$ cat src/rtl/mtm_alu_frame_serializer.sv
// mtm_alu_frame_serializer: sends one ALU result word plus its CTL byte per
//   valid/ready handshake as UART-style packets on a single wire, one bit per clk.
// Latency: start bit appears on sout the cycle after the accepting edge; sout is registered.
// Backpressure: in_ready is high only in IDLE (and low during rst); a frame in flight blocks new input.
// Ports: clk/rst (sync, active-high); data_in/ctl_in/in_valid/in_ready input handshake;
//   sout serial line (idle high); busy while a frame is in flight; tx_done on the final stop cycle.
// Optional feature macro SER_PARITY_EN: adds an even-parity bit (over flag + payload) after bit0.
module mtm_alu_frame_serializer #(
  parameter int DATA_BYTES = 4,
  parameter int STOP_BITS  = 1
) (
  input  logic                    clk,
  input  logic                    rst,
  input  logic [8*DATA_BYTES-1:0] data_in,
  input  logic [7:0]              ctl_in,
  input  logic                    in_valid,
  output logic                    in_ready,
  output logic                    sout,
  output logic                    busy,
  output logic                    tx_done
);

  localparam int BCW = $clog2(DATA_BYTES + 1);
  localparam logic [BCW-1:0] LAST_BYTE = BCW'(DATA_BYTES);
  localparam logic [1:0]     LAST_STOP = 2'(STOP_BITS - 1);

  typedef enum logic [2:0] {
    S_IDLE,
    S_START,
    S_FLAG,
    S_BITS,
`ifdef SER_PARITY_EN
    S_PAR,
`endif
    S_STOP
  } state_t;

  state_t                  state_q;
  logic [2:0]              bit_cnt_q;
  logic [BCW-1:0]          byte_cnt_q;
  logic [1:0]              stop_cnt_q;
  logic [8*DATA_BYTES-1:0] data_q;
  logic [7:0]              ctl_q;
  logic                    sout_q;
  logic                    busy_q;
  logic                    tx_done_q;

  logic                    last_pkt;
  logic [7:0]              cur_byte;

  // The cmd packet is the one where byte_cnt has reached DATA_BYTES; it is also
  // the last packet of every frame, and its flag bit is 1.
  assign last_pkt = (byte_cnt_q == LAST_BYTE);

  always_comb begin
    cur_byte = ctl_q;
    for (int i = 0; i < DATA_BYTES; i++) begin
      if (byte_cnt_q == BCW'(i)) cur_byte = data_q[8*(DATA_BYTES-1-i) +: 8];
    end
  end

  assign in_ready = (state_q == S_IDLE) && !rst;
  assign sout     = sout_q;
  assign busy     = busy_q;
  assign tx_done  = tx_done_q;

  // Every transition loads sout_q with the bit belonging to the state being entered,
  // so the line value and the state stay aligned cycle for cycle.
  always_ff @(posedge clk) begin
    if (rst) begin
      state_q    <= S_IDLE;
      bit_cnt_q  <= '0;
      byte_cnt_q <= '0;
      stop_cnt_q <= '0;
      data_q     <= '0;
      ctl_q      <= '0;
      sout_q     <= 1'b1;
      busy_q     <= 1'b0;
      tx_done_q  <= 1'b0;
    end else begin
      case (state_q)
        S_IDLE: begin
          sout_q    <= 1'b1;
          busy_q    <= 1'b0;
          tx_done_q <= 1'b0;
          if (in_valid) begin
            data_q     <= data_in;
            ctl_q      <= ctl_in;
            // Error frames skip straight to the cmd packet.
            byte_cnt_q <= ctl_in[7] ? LAST_BYTE : '0;
            state_q    <= S_START;
            sout_q     <= 1'b0;
            busy_q     <= 1'b1;
          end
        end
        S_START: begin
          state_q <= S_FLAG;
          sout_q  <= last_pkt;
        end
        S_FLAG: begin
          state_q   <= S_BITS;
          bit_cnt_q <= 3'd7;
          sout_q    <= cur_byte[7];
        end
        S_BITS: begin
          if (bit_cnt_q == 3'd0) begin
`ifdef SER_PARITY_EN
            state_q <= S_PAR;
            sout_q  <= ^{last_pkt, cur_byte};
`else
            state_q    <= S_STOP;
            stop_cnt_q <= '0;
            sout_q     <= 1'b1;
            tx_done_q  <= last_pkt && (STOP_BITS == 1);
`endif
          end else begin
            bit_cnt_q <= bit_cnt_q - 3'd1;
            sout_q    <= cur_byte[bit_cnt_q - 3'd1];
          end
        end
`ifdef SER_PARITY_EN
        S_PAR: begin
          state_q    <= S_STOP;
          stop_cnt_q <= '0;
          sout_q     <= 1'b1;
          tx_done_q  <= last_pkt && (STOP_BITS == 1);
        end
`endif
        S_STOP: begin
          if (stop_cnt_q == LAST_STOP) begin
            tx_done_q <= 1'b0;
            if (last_pkt) begin
              state_q <= S_IDLE;
              sout_q  <= 1'b1;
              busy_q  <= 1'b0;
            end else begin
              byte_cnt_q <= byte_cnt_q + BCW'(1);
              state_q    <= S_START;
              sout_q     <= 1'b0;
            end
          end else begin
            stop_cnt_q <= stop_cnt_q + 2'd1;
            sout_q     <= 1'b1;
            // Pulse lands on the last stop cycle of the last packet.
            tx_done_q  <= last_pkt && ((stop_cnt_q + 2'd1) == LAST_STOP);
          end
        end
        default: begin
          state_q <= S_IDLE;
          sout_q  <= 1'b1;
          busy_q  <= 1'b0;
        end
      endcase
    end
  end

endmodule

$ cat config.mk
export PLATFORM = sky130hd
export DESIGN_NAME = mtm_alu_frame_serializer
export DESIGN_NICKNAME = d
export VERILOG_FILES = /design/src/rtl/mtm_alu_frame_serializer.sv
export SDC_FILE = /design/constraint.sdc
export NUM_CORES = 1
export LEC_CHECK = 0
export BUFFER_PORTS_ARGS = -buffer_cell sky130_fd_sc_hd__buf_2
export CORE_MARGIN = 2
export CORE_UTILIZATION = 25
export CTS_BUF_LIST = sky130_fd_sc_hd__clkbuf_4 sky130_fd_sc_hd__clkbuf_8 sky130_fd_sc_hd__clkbuf_16
export CTS_CLUSTER_DIAMETER = 150
export DETAILED_ROUTE_END_ITERATION = 6
export PLACE_DENSITY_LB_ADDON = 0.25
export SYNTH_ARGS = -nofsm -noshare
export SYNTH_HDL_FRONTEND = slang
export SYNTH_SLANG_ARGS = --single-unit
export TNS_END_PERCENT = 5
$ cat constraint.sdc
create_clock -name clk -period 5 [get_ports clk]
set_input_delay 1 -clock clk [delete_from_list [all_inputs] [get_ports clk]]
set_output_delay 1 -clock clk [all_outputs]
set_load 0.01 [all_outputs]
==> Implementation_results.wiki <==
{| class="wikitable"
! Metric !! Value
|-
| Clock latency at the later pin of the worst-skew pair || 0.31 ns
|-
| Element type at the critical path end || output pin
|-
| Share of synthesized flip-flops with an asynchronous set or reset || 0%
|-
| Max Fclk || 361 MHz
|-
| Data required time at the worst endpoint || 4.00 ns
|-
| Number of violations reported at the end of detailed-routing iteration 0 || 140
|-
| Cell at the root of the clock tree || clkbuf_8
|-
| # fillers || 1141
|-
| First-pass iteration count of the detailed router || 4
|-
| Mux share of post-synthesis cell area || 1.18%
|-
| Post-detailed-placement half-perimeter wirelength || 4.83 mm
|-
| Critical-path top delay cell || buf_4
|-
| Number of global-route vias before repair || 2362
|-
| Total CTS buffers || 5
|-
| Crit start category || primary input
|-
| Dominant cells by area after synthesis || dfxtp_1 (41%), nand2_1 (13%), a21oi_1 (9.8%), ha_1 (4.2%), nor2_1 (2.8%)
|-
| Core outline area || 0.0103 sq mm
|-
| Leakage || 0.00116 uW
|-
| Reported max-cap violation count || 0
|-
| Instance count of the mapped netlist || 348
|-
| CP Class || in2out
|-
| Total area of multi-input combinational cells || 0.00142 sq mm
|-
| First-pass GRT wire length || 11.3 mm
|-
| Hold/Removal Path Class || reg2reg
|-
| Maximum buffer depth of the clock tree || 2
|-
| Residual overflow from global routing || 0
|-
| Clock tree from TritonCTS || done
|-
| Crit Path Max Fanout || 55
|-
| Net count, final || 431
|-
| Unique masters post-synth || 47
|-
| RSZ-0062 raised after global routing || no
|-
| Yosys top cell by area || dfxtp_1
|-
| Status || completed
|-
| Ports placed on the boundary || 47
|-
| Layout overhead on the synthesized area || 14.9%
|-
| Floorplan die width || 107 um
|-
| DR WL/cell || 13.0 um
|-
| Crit path cell chain || buf_2, buf_4, nor4_1, buf_2
|-
| N_diodes || 0
|-
| Routed via count divided by cell count || 4.70
|-
| Port bufs || 46
|-
| Proportion of synthesized chip area in sequential cells || 40.7%
|-
| Clock transition time at the flip-flop clock pins of the worst setup and hold paths || 0.10 ns
|-
| Remaining max-slew budget at the tightest pin || 57.8%
|-
| Area share of fa/ha/maj cells after synthesis || 4.24%
|-
| Core Rows || 37
|-
| Final Hold Fails || 0
|-
| Number of routed nets with antenna violations || 0
|-
| Number of antenna violations at the first check in global routing || 0
|-
| CTS Sinks || 54
|-
| CTS HTree Levels || 2
|-
| Final period utilization || 55.3%
|-
| Vertical die dimension || 107 um
|-
| Post-route worst hold slack || 0.458 ns
|-
| Syn_area_per_cell || 7.64 sq um
|-
| Dominant combinational cell family by area after synthesis || simple AND/OR/NAND/NOR gates
|-
| Cell repeated most along the worst path || buf_2
|-
| Final weighted congestion in routability-driven placement || 0.826
|-
| Setup violation total in the final timing report || 0
|-
| Max-slew violations || 0
|-
| Power density of the placed cells || 300 mW/mm^2
|-
| Crit-path max cell delay || 0.44 ns
|-
| Total nets after synthesis || 400
|-
| Fin Setup TNS || 0 ns
|-
| Final wirelength || 6.71 mm
|-
| Register cell area after layout || 0.00108 sq mm
|-
| Die Footprint || 0.0115 sq mm
|-
| Global routing usage summed across all routing layers || 12.2%
|-
| Fraction of the mapped netlist area in simple logic gates || 24.9%
|-
| Hold-fix buffers at CTS || 0
|-
| Arrival time of data at the critical path endpoint || 1.77 ns
|-
| Fraction of post-synthesis cell area in the top cell type by area || 40.7%
|-
| Final routed DRC violation total || 0
|-
| Buffer count from post-CTS setup fixing || 0
|-
| Cell area after synthesis || 0.00266 sq mm
|-
| Yosys synthesis warning count || 0
|-
| Via total after detailed routing || 2427
|-
| Most used standard cells in the synthesized netlist || nand2_1 (94), dfxtp_1 (54), a21oi_1 (52), nor2_1 (20), clkbuf_1 (15)
|-
| Highest ir drop seen on vdd || 0.000106 V
|-
| Min Clock Period, post-route || 2.77 ns
|-
| Count of instances resized after the clock tree is built || 0
|-
| Prevailing post-synth register cell || dfxtp_1
|-
| Xor-xnor portion of the synthesized cell area || 0.330%
|-
| Proportion of layout cells with a drive suffix above 1 || 17.6%
|-
| Top-count cell post-synth || nand2_1
|-
| Synth Area in Compound Gates || 22.4%
|-
| Fin Clk Skew || 0.00415 ns
|-
| Starting utilization of the core area || 25.7%
|-
| Count of flip-flops with a built-in enable after synthesis || 0
|-
| Worst-Margin Slew || 0.634 ns
|-
| Number of storage elements in the synthesis netlist || 54
|-
| Largest net degree at the start of global routing || 56
|}
==> metrics by stage <==
stage               worst slack (ns)  cell area (sq um)  util, %  std cells  power (uW)
floorplan                       2.47               2660        -        348         620
global placement                2.20               2960     28.7        508         675
detailed placement              2.20               2960     28.7        508         678
CTS                             2.19               3050     29.6        516         930
global route                    2.12               3050     29.6        516         970
finish                          2.23               3050     29.6        516         916
==> kinds of logic (layout without fill, tap and decap cells) <==
kind of cell | after synthesis | in the layout
multiplexers | 3 | 3
flip-flops | 54 | 54
buffers and inverters | 37 | 69
AO/OA/AOI/OAI | 94 | 94
AND/OR/NAND/NOR | 150 | 150
adder cells (fa/ha/maj) | 9 | 9
XOR/XNOR | 1 | 1
==> power breakdown <==
| group | total [uW] | switching [uW] | internal, uW |
|---|---|---|---|
| sequential | 490 | 28.5 | 462 |
| clock | 251 | 152 | 98.8 |
| combinational | 175 | 102 | 73.1 |
==> cell usage in the layout, fill, tap and decap left out, types with 4 or more instances in the layout <==
| master | n |
|---|---|
| a211oi_1 | 5 |
| a21oi_1 | 52 |
| a221oi_1 | 5 |
| buf_2 | 46 |
| clkbuf_8 | 5 |
| dfxtp_1 | 54 |
| ha_1 | 9 |
| inv_1 | 11 |
| nand2_1 | 94 |
| nand2b_1 | 4 |
| nor2_1 | 20 |
| nor3_1 | 5 |
| nor3b_1 | 5 |
| o21ai_0 | 9 |
| or3_1 | 5 |
==> metal layers <==
metal	GRT usage (%)	vias up	routed length, um
met5	0	-	0
met4	3.15	0	76
met3	2.19	7	235
met2	19.1	50	2990
met1	17.3	1113	3400
li1	-	1257	-
==> worst max-delay path: cells and delay by family <==
kind	cells	cell delay [ns]
buf+inv	3	0.68
simple gates	1	0.08
==> final timing paths <==
check                                   start       end  slack, ns  cells past startpoint
worst min register to register        tx_done   tx_done       0.46                      2
worst max register to register  byte_cnt_q[0]      sout       2.60                      7
worst min-delay path                  tx_done   tx_done       0.46                      2
worst max-delay path                      rst  in_ready       2.23                      4
==> sequential cells by signal, indices dropped and copies added (netlist names) <==
register,flops
data_q,32
sout,1
state_q,3
busy,1
ctl_q,8
byte_cnt_q,3
bit_cnt_q,3
stop_cnt_q,2
tx_done,1
==> area by class of cell <==
class	count	area share, %
Multi-Input combinational cell	257	46.3
Sequential cell	54	35.4
Timing Repair Buffer	49	8.28
Tap cell	136	5.57
Clock buffer	5	2.25
Inverter	12	1.47
Clock inverter	3	0.696
(Power assumes the default switching activity.)
